## config.mk

```make
export PLATFORM = sky130hd
export DESIGN_NAME = fu_lza_arb
export DESIGN_NICKNAME = d
export VERILOG_FILES = /design/src/rtl/fu_lza_arb_pkg.sv /design/src/rtl/fu_lza_arb_fifo.sv /design/src/rtl/fu_lza_arb.sv
export SDC_FILE = /design/constraint.sdc
export NUM_CORES = 1
export LEC_CHECK = 0
export CORE_MARGIN = 2
export CORE_UTILIZATION = 42
export DETAILED_ROUTE_END_ITERATION = 16
export MAX_ROUTING_LAYER = met4
export PLACE_DENSITY = 0.71
export SYNTH_ARGS = -nofsm -noshare
export SYNTH_HDL_FRONTEND = slang
export SYNTH_SLANG_ARGS = --single-unit
```

## constraint.sdc

```tcl
create_clock -name nclk -period 1.75 [get_ports nclk]
set_input_delay 0.525 -clock nclk [delete_from_list [all_inputs] [get_ports nclk]]
set_output_delay 0.525 -clock nclk [all_outputs]
set_load 0.01 [all_outputs]
```

## src/rtl/fu_lza_arb_pkg.sv

```systemverilog
// Shared types and default sizing for the LZA issue-slot arbiter.
package fu_lza_arb_pkg;

  localparam int TAG_W_DEF      = 4;
  localparam int FIFO_DEPTH_DEF = 2;
  localparam int STARVE_MAX_DEF = 8;

  typedef enum logic [1:0] {
    ST_IDLE = 2'd0,
    ST_WAIT = 2'd1,
    ST_HOLD = 2'd2
  } state_e;

  typedef logic [TAG_W_DEF-1:0] tag_t;

  // One ex4/ex5 tracking slot.
  typedef struct packed {
    logic vld;
    logic is_dsq;
    tag_t tag;
  } trk_t;

endpackage

```

## src/rtl/fu_lza_arb_fifo.sv

```systemverilog
// Request buffer for dsq tags: registered occupancy count, power-of-2 depth,
// pointers wrap naturally.
module fu_lza_arb_fifo
  import fu_lza_arb_pkg::*;
#(
  parameter int DEPTH = FIFO_DEPTH_DEF,
  parameter int W     = TAG_W_DEF
) (
  input  logic         nclk,
  input  logic         reset_b,
  input  logic         push,
  input  logic [W-1:0] push_data,
  input  logic         pop,
  output logic [W-1:0] head,
  output logic         not_empty,
  output logic         rdy
);

  localparam int AW = $clog2(DEPTH);
  localparam int CW = AW + 1;
  localparam logic [CW-1:0] FULL_CNT = CW'(DEPTH);

  logic [W-1:0]  mem [DEPTH];
  logic [AW-1:0] wr_ptr, rd_ptr;
  logic [CW-1:0] count;
  logic          push_en, pop_en;

  // rdy looks only at the registered count, so a full buffer refuses a push
  // even in a cycle where it is also being popped.
  assign rdy       = (count < FULL_CNT);
  assign not_empty = (count != '0);
  assign push_en   = push & rdy;
  assign pop_en    = pop & not_empty;
  assign head      = mem[rd_ptr];

  // NOTE: sequential state is written with <= so every register samples the
  // pre-edge values of its neighbours.
  always_ff @(posedge nclk) begin
    if (!reset_b) begin
      wr_ptr <= '0;
      rd_ptr <= '0;
      count  <= '0;
    end else begin
      if (push_en) wr_ptr <= wr_ptr + 1'b1;
      if (pop_en)  rd_ptr <= rd_ptr + 1'b1;
      case ({push_en, pop_en})
        2'b10:   count <= count + 1'b1;
        2'b01:   count <= count - 1'b1;
        default: count <= count;
      endcase
    end
  end

  // NOTE: storage has no reset; the count and pointers alone say what is valid.
  always_ff @(posedge nclk) begin
    if (push_en) mem[wr_ptr] <= push_data;
  end

endmodule

```

## src/rtl/fu_lza_arb.sv

```systemverilog
// Arbiter/sequencer for the shared LZA: ex3 slot grant, ex4/ex5 completion
// tracking, optional dsq starvation control (FU_LZA_ARB_STARVE_EN).
module fu_lza_arb
  import fu_lza_arb_pkg::*;
#(
  parameter int TAG_W      = TAG_W_DEF,
  parameter int FIFO_DEPTH = FIFO_DEPTH_DEF,
  parameter int STARVE_MAX = STARVE_MAX_DEF
) (
  input  logic             nclk,
  input  logic             reset_b,
  input  logic             flush,
  input  logic             pipe_ex3_vld,
  input  logic             dsq_req_vld,
  input  logic [TAG_W-1:0] dsq_req_tag,
  output logic             dsq_req_rdy,
  output logic             sel_dsq_ex3,
  output logic             lza_act_ex3,
  output logic             pipe_rsp_vld_ex5,
  output logic             dsq_rsp_vld_ex5,
  output logic [TAG_W-1:0] dsq_rsp_tag_ex5,
  output logic             hold_pipe_ex2,
  output logic             proto_err
);

  logic             fifo_ne, fifo_rdy, grant_dsq, push;
  logic [TAG_W-1:0] fifo_head;
  trk_t             ex4_q, ex5_q, ex4_d, ex5_d;

  // Every output is qualified by reset_b so a reset cycle shows all zeros and
  // completions already in ex4/ex5 are dropped rather than returned.
  assign dsq_req_rdy = reset_b & fifo_rdy;
  assign push        = dsq_req_vld & dsq_req_rdy;
  assign grant_dsq   = reset_b & ~pipe_ex3_vld & fifo_ne;
  assign sel_dsq_ex3 = grant_dsq;
  assign lza_act_ex3 = reset_b & (pipe_ex3_vld | grant_dsq);

  fu_lza_arb_fifo #(
    .DEPTH (FIFO_DEPTH),
    .W     (TAG_W)
  ) u_fifo (
    .nclk      (nclk),
    .reset_b   (reset_b),
    .push      (push),
    .push_data (dsq_req_tag),
    .pop       (grant_dsq),
    .head      (fifo_head),
    .not_empty (fifo_ne),
    .rdy       (fifo_rdy)
  );

  // NOTE: every always_comb output gets a default first so no path can infer a latch.
  always_comb begin
    ex4_d        = '0;
    ex4_d.vld    = grant_dsq | (pipe_ex3_vld & ~flush);
    ex4_d.is_dsq = grant_dsq;
    ex4_d.tag    = grant_dsq ? tag_t'(fifo_head) : '0;
    ex5_d        = ex4_q;
    if (flush && !ex4_q.is_dsq) ex5_d.vld = 1'b0;
  end

  always_ff @(posedge nclk) begin
    if (!reset_b) begin
      ex4_q <= '0;
      ex5_q <= '0;
    end else begin
      ex4_q <= ex4_d;
      ex5_q <= ex5_d;
    end
  end

  assign pipe_rsp_vld_ex5 = reset_b & ex5_q.vld & ~ex5_q.is_dsq;
  assign dsq_rsp_vld_ex5  = reset_b & ex5_q.vld & ex5_q.is_dsq;
  assign dsq_rsp_tag_ex5  = dsq_rsp_vld_ex5 ? TAG_W'(ex5_q.tag) : '0;

`ifdef FU_LZA_ARB_STARVE_EN
  localparam int SCW = $clog2(STARVE_MAX + 1);
  localparam logic [SCW-1:0] CNT_LAST = SCW'(STARVE_MAX - 1);

  state_e         state_q, state_d;
  logic [SCW-1:0] cnt_q, cnt_d;
  logic           perr_q, perr_d, hold, blocked;

  assign blocked = pipe_ex3_vld & fifo_ne;

  // The counter tallies blocked cycles including the one that leaves IDLE.
  always_comb begin
    state_d = state_q;
    cnt_d   = cnt_q;
    perr_d  = perr_q;
    hold    = 1'b0;
    case (state_q)
      ST_IDLE: begin
        if (blocked) begin
          state_d = ST_WAIT;
          cnt_d   = SCW'(1);
        end
      end
      ST_WAIT: begin
        if (grant_dsq) begin
          state_d = ST_IDLE;
          cnt_d   = '0;
        end else if (blocked) begin
          if (cnt_q == CNT_LAST) begin
            state_d = ST_HOLD;
            cnt_d   = '0;
            hold    = 1'b1;
          end else begin
            cnt_d = cnt_q + 1'b1;
          end
        end
      end
      ST_HOLD: begin
        // Upstream was told to bubble this slot; a pipe op here is a violation.
        if (pipe_ex3_vld) begin
          perr_d  = 1'b1;
          state_d = ST_WAIT;
          cnt_d   = '0;
        end else begin
          state_d = ST_IDLE;
        end
      end
      default: begin
        state_d = ST_IDLE;
        cnt_d   = '0;
      end
    endcase
  end

  always_ff @(posedge nclk) begin
    if (!reset_b) begin
      state_q <= ST_IDLE;
      cnt_q   <= '0;
      perr_q  <= 1'b0;
    end else begin
      state_q <= state_d;
      cnt_q   <= cnt_d;
      perr_q  <= perr_d;
    end
  end

  assign hold_pipe_ex2 = reset_b & hold;
  assign proto_err     = reset_b & perr_q;
`else
  assign hold_pipe_ex2 = 1'b0;
  assign proto_err     = 1'b0;
`endif

endmodule

```

==> impl_metrics.csv <==
group,metric,value,unit
outcome,status,"finished with violations",
outcome,violations,"negative setup slack",
floorplan,dieArea,0.00246,mm²
hold_path,hp-class,"register to register",
cts,clk_pin_slew,130,ps
job,cap_violations,0,
worst_setup_path,r2r-end,"u_fifo.count[1]",
routing,wl_per_cell,10.6,µm
worst_setup_path,cpPeakStageDelay,360,ps
floorplan,io_pins,20,
global_route,grt_antenna_before_repair,0,
worst_setup_path,r2r_cells,7,
worst_setup_path,startpoint,"u_fifo.count[0]",
yosys,ys_seq_area_frac,0.643,
layout,final_cell_mix,"dfxtp_1, nor2_1, buf_4",
worst_setup_path,ff2ff_setup_slack,150,ps
power_and_ir_drop,p_int,938,µW
routing,num_vias,572,
yosys,synthAdderAreaFrac,0.0143,
cts,cts.sinks,24,
global_route,grt_pass1_wl,2240,µm
cts,cts_setup_buffers,0,
global_route,grt_usage,0.127,
worst_setup_path,path_max_fanout,3,
yosys,ys_ff_latch,24,
routing,drt_iter0_markers,5,
power_and_ir_drop,p_leak,0.509,nW
placed_design,io_buffers,17,
sta,tns,-0.431,ps
yosys,yosys_warnings,0,
layout,mostFrequentLayoutCell,"dfxtp_1",
floorplan,die_y,49.6,µm
yosys,synth_top_family_by_area,"simple AND/OR/NAND/NOR gates",
layout,nFillCells,179,
placed_design,place_congestion,0.747,
floorplan,core.rowCount,16,
routing,dr.pass1.iters,3,
yosys,synth_simple_gate_area_frac,0.166,
sta,rsz0062_at_grt,"yes",
worst_setup_path,required,1220,ps
yosys,synth-xor-area-share,0.0402,
layout,antenna_cells,0,
yosys,synth_compound_gate_area_share,0.0344,
sta,fmax,571,MHz
layout,area_growth,37.2,%
floorplan,die_w,49.6,µm
cts,clkLatencyLatePin,310,ps
yosys,syn_inst,76,
floorplan,start_util,0.445,
layout,layout.nets,115,
worst_setup_path,path_cells,"buf_4 > nor3_2 > nor2_2 > buf_2",
yosys,synth_area,872,µm²
power_and_ir_drop,netSwitchingFraction,0.214,
cts,ctsHoldBuffers,0,
cts,htreeDepth,1,
sta,setup_ws,-0.431,ps
global_route,overflow,0,
routing,wirelength,1390,µm
power_and_ir_drop,power_frac_seq,0.531,
global_route,grt_pass1_vias,526,
placed_design,hpwlAfterDp,1010,µm
cts,cts_buffer_depth,2,
sta,finalHoldViolCount,0,
cts,cts_buffers,3,
yosys,synthMuxAreaShare,0.0459,
yosys,synth_cell_types,23,
routing,ant_nets,0,
power_and_ir_drop,power_frac_clock,0.328,
worst_setup_path,cp.arrival,1230,ps
yosys,synth.avg_cell_area,11.5,µm²
sta,period_minus_slack,1750,ps
sta,clock_skew,1.81,ps
cts,cts_tree,"built",
hold_path,worstHoldPathCells,2,
worst_setup_path,reg2reg_from,"u_fifo.count[1]",
placed_design,place_ws,-806,ps
power_and_ir_drop,vdd_drop_max,0.000544,V
layout,final_util,0.610,
power_and_ir_drop,power.switching,256,µW
power_and_ir_drop,combPwrFrac,0.142,
sta,fin_crit_sh,1.00,
routing,drc,0,
hold_path,worstHoldEndpoint,"ex5_q[5]",
hold_path,hp-start,"ex4_q[5]",
worst_setup_path,crit_path_top_delay_cell,"dfxtp_2",
cts,root_buffer,"clkbuf_4",
floorplan,core,0.00196,mm²
sta,setup_viol,1,
worst_setup_path,critPathLaunchType,"register",
power_and_ir_drop,power_density,998,mW/mm²
worst_setup_path,cp-end-kind,"primary output",
worst_setup_path,path_class,"register to primary output",
global_route,grt_max_degree,15,
sta,maxSlewViolCount,0,
layout,drive_above_1_share,0.346,
routing,viasPerCell,4.37,
what timing repair did:
item                                    CTS  global route
endpoints found under the setup margin   15             7
pin swaps                                 1             0
resized for setup                        41             9
state kept, by name, summed over array words and instances, names as in the netlist:
register	count
u_fifo.mem	8
u_fifo.rd_ptr	1
u_fifo.count	2
ex5_q	6
u_fifo.wr_ptr	1
ex4_q	6
worst max path at each step:
stage / to / cells after the start
after floorplan: u_fifo.count[1] / 8
final: lza_act_ex3 / 4
after global placement: sel_dsq_ex3 / 5
after global routing: lza_act_ex3 / 4
after detailed placement: sel_dsq_ex3 / 5
after CTS: sel_dsq_ex3 / 5
synth_stat cells:
cell      number  area share
buf_6          1       0.013
xor2_1         2       0.020
o21bai_1       1      0.0086
edfxtp_1       8        0.28
inv_1          4       0.017
and2_1         8       0.057
xnor2_1        2       0.020
nor3_1         1      0.0057
or3_1          1      0.0072
and3_1         2       0.014
conb_1         1      0.0043
nand2_1        3       0.013
buf_4          2       0.017
nor2_1        11       0.047
a21boi_0       1      0.0086
or2_1          1      0.0072
dfxtp_1       16        0.37
o21ai_0        1      0.0057
nor2b_1        2       0.014
ha_1           1       0.014
mux2i_1        4       0.046
clkbuf_1       1      0.0043
a21oi_1        2       0.011
power by group through the flow:
stage | logic, mW | clock network (mW) | registers [mW]
3_5_place_dp | 0.164 | 0 | 0.645
6_report | 0.169 | 0.391 | 0.634
3_3_place_gp | 0.158 | 0 | 0.643
4_1_cts | 0.164 | 0.399 | 0.632
5_1_grt | 0.184 | 0.428 | 0.637
2_1_floorplan | 0.0942 | 0 | 0.639
worst max-delay path, delay by kind of cell, from the launching register on:
kind / cells / cell delay, ps
and+or+nand+nor: 2 / 270
DFF: 1 / 360
buffers and inverters: 2 / 290
metrics by stage:
stage                     total power [mW]  std cells  instance area (µm²)  hold slack, ps
after floorplan                      0.733         77                  902             404
after detailed placement             0.808        127                 1150             408
after CTS                             1.20        131                 1190             426
final                                 1.19        131                 1200             419
after global placement               0.801        127                 1150             409
after global routing                  1.25        131                 1200             420
logic make-up after synthesis:
kind of cell	Yosys count
AOI/OAI and AO/OA	5
other	1
and+or+nand+nor	29
muxes	4
DFF	24
buffers and inverters	8
adders and majority gates	1
xor gates and xnor gates	4
routing by layer:
layer	up-vias	part of all wire	wire length (µm)	GRT usage
met5	-	0	0	-
met4	0	0.014	19	0.0833
met3	2	0.045	62	0.0273
met2	15	0.53	742	0.216
met1	258	0.41	568	0.133
li1	297	-	-	-
layout make-up:
class,instances,area [µm²],share of cell area
timing repair buffer,27,205,0.172
inverter,4,17.5,0.0146
clock inverter,1,30.0,0.0251
multi-input combinational,45,323,0.270
tap,27,33.8,0.0282
clock buffer,3,22.5,0.0188
sequential,24,564,0.472
Note: power is estimated with default switching activity, not from simulation.
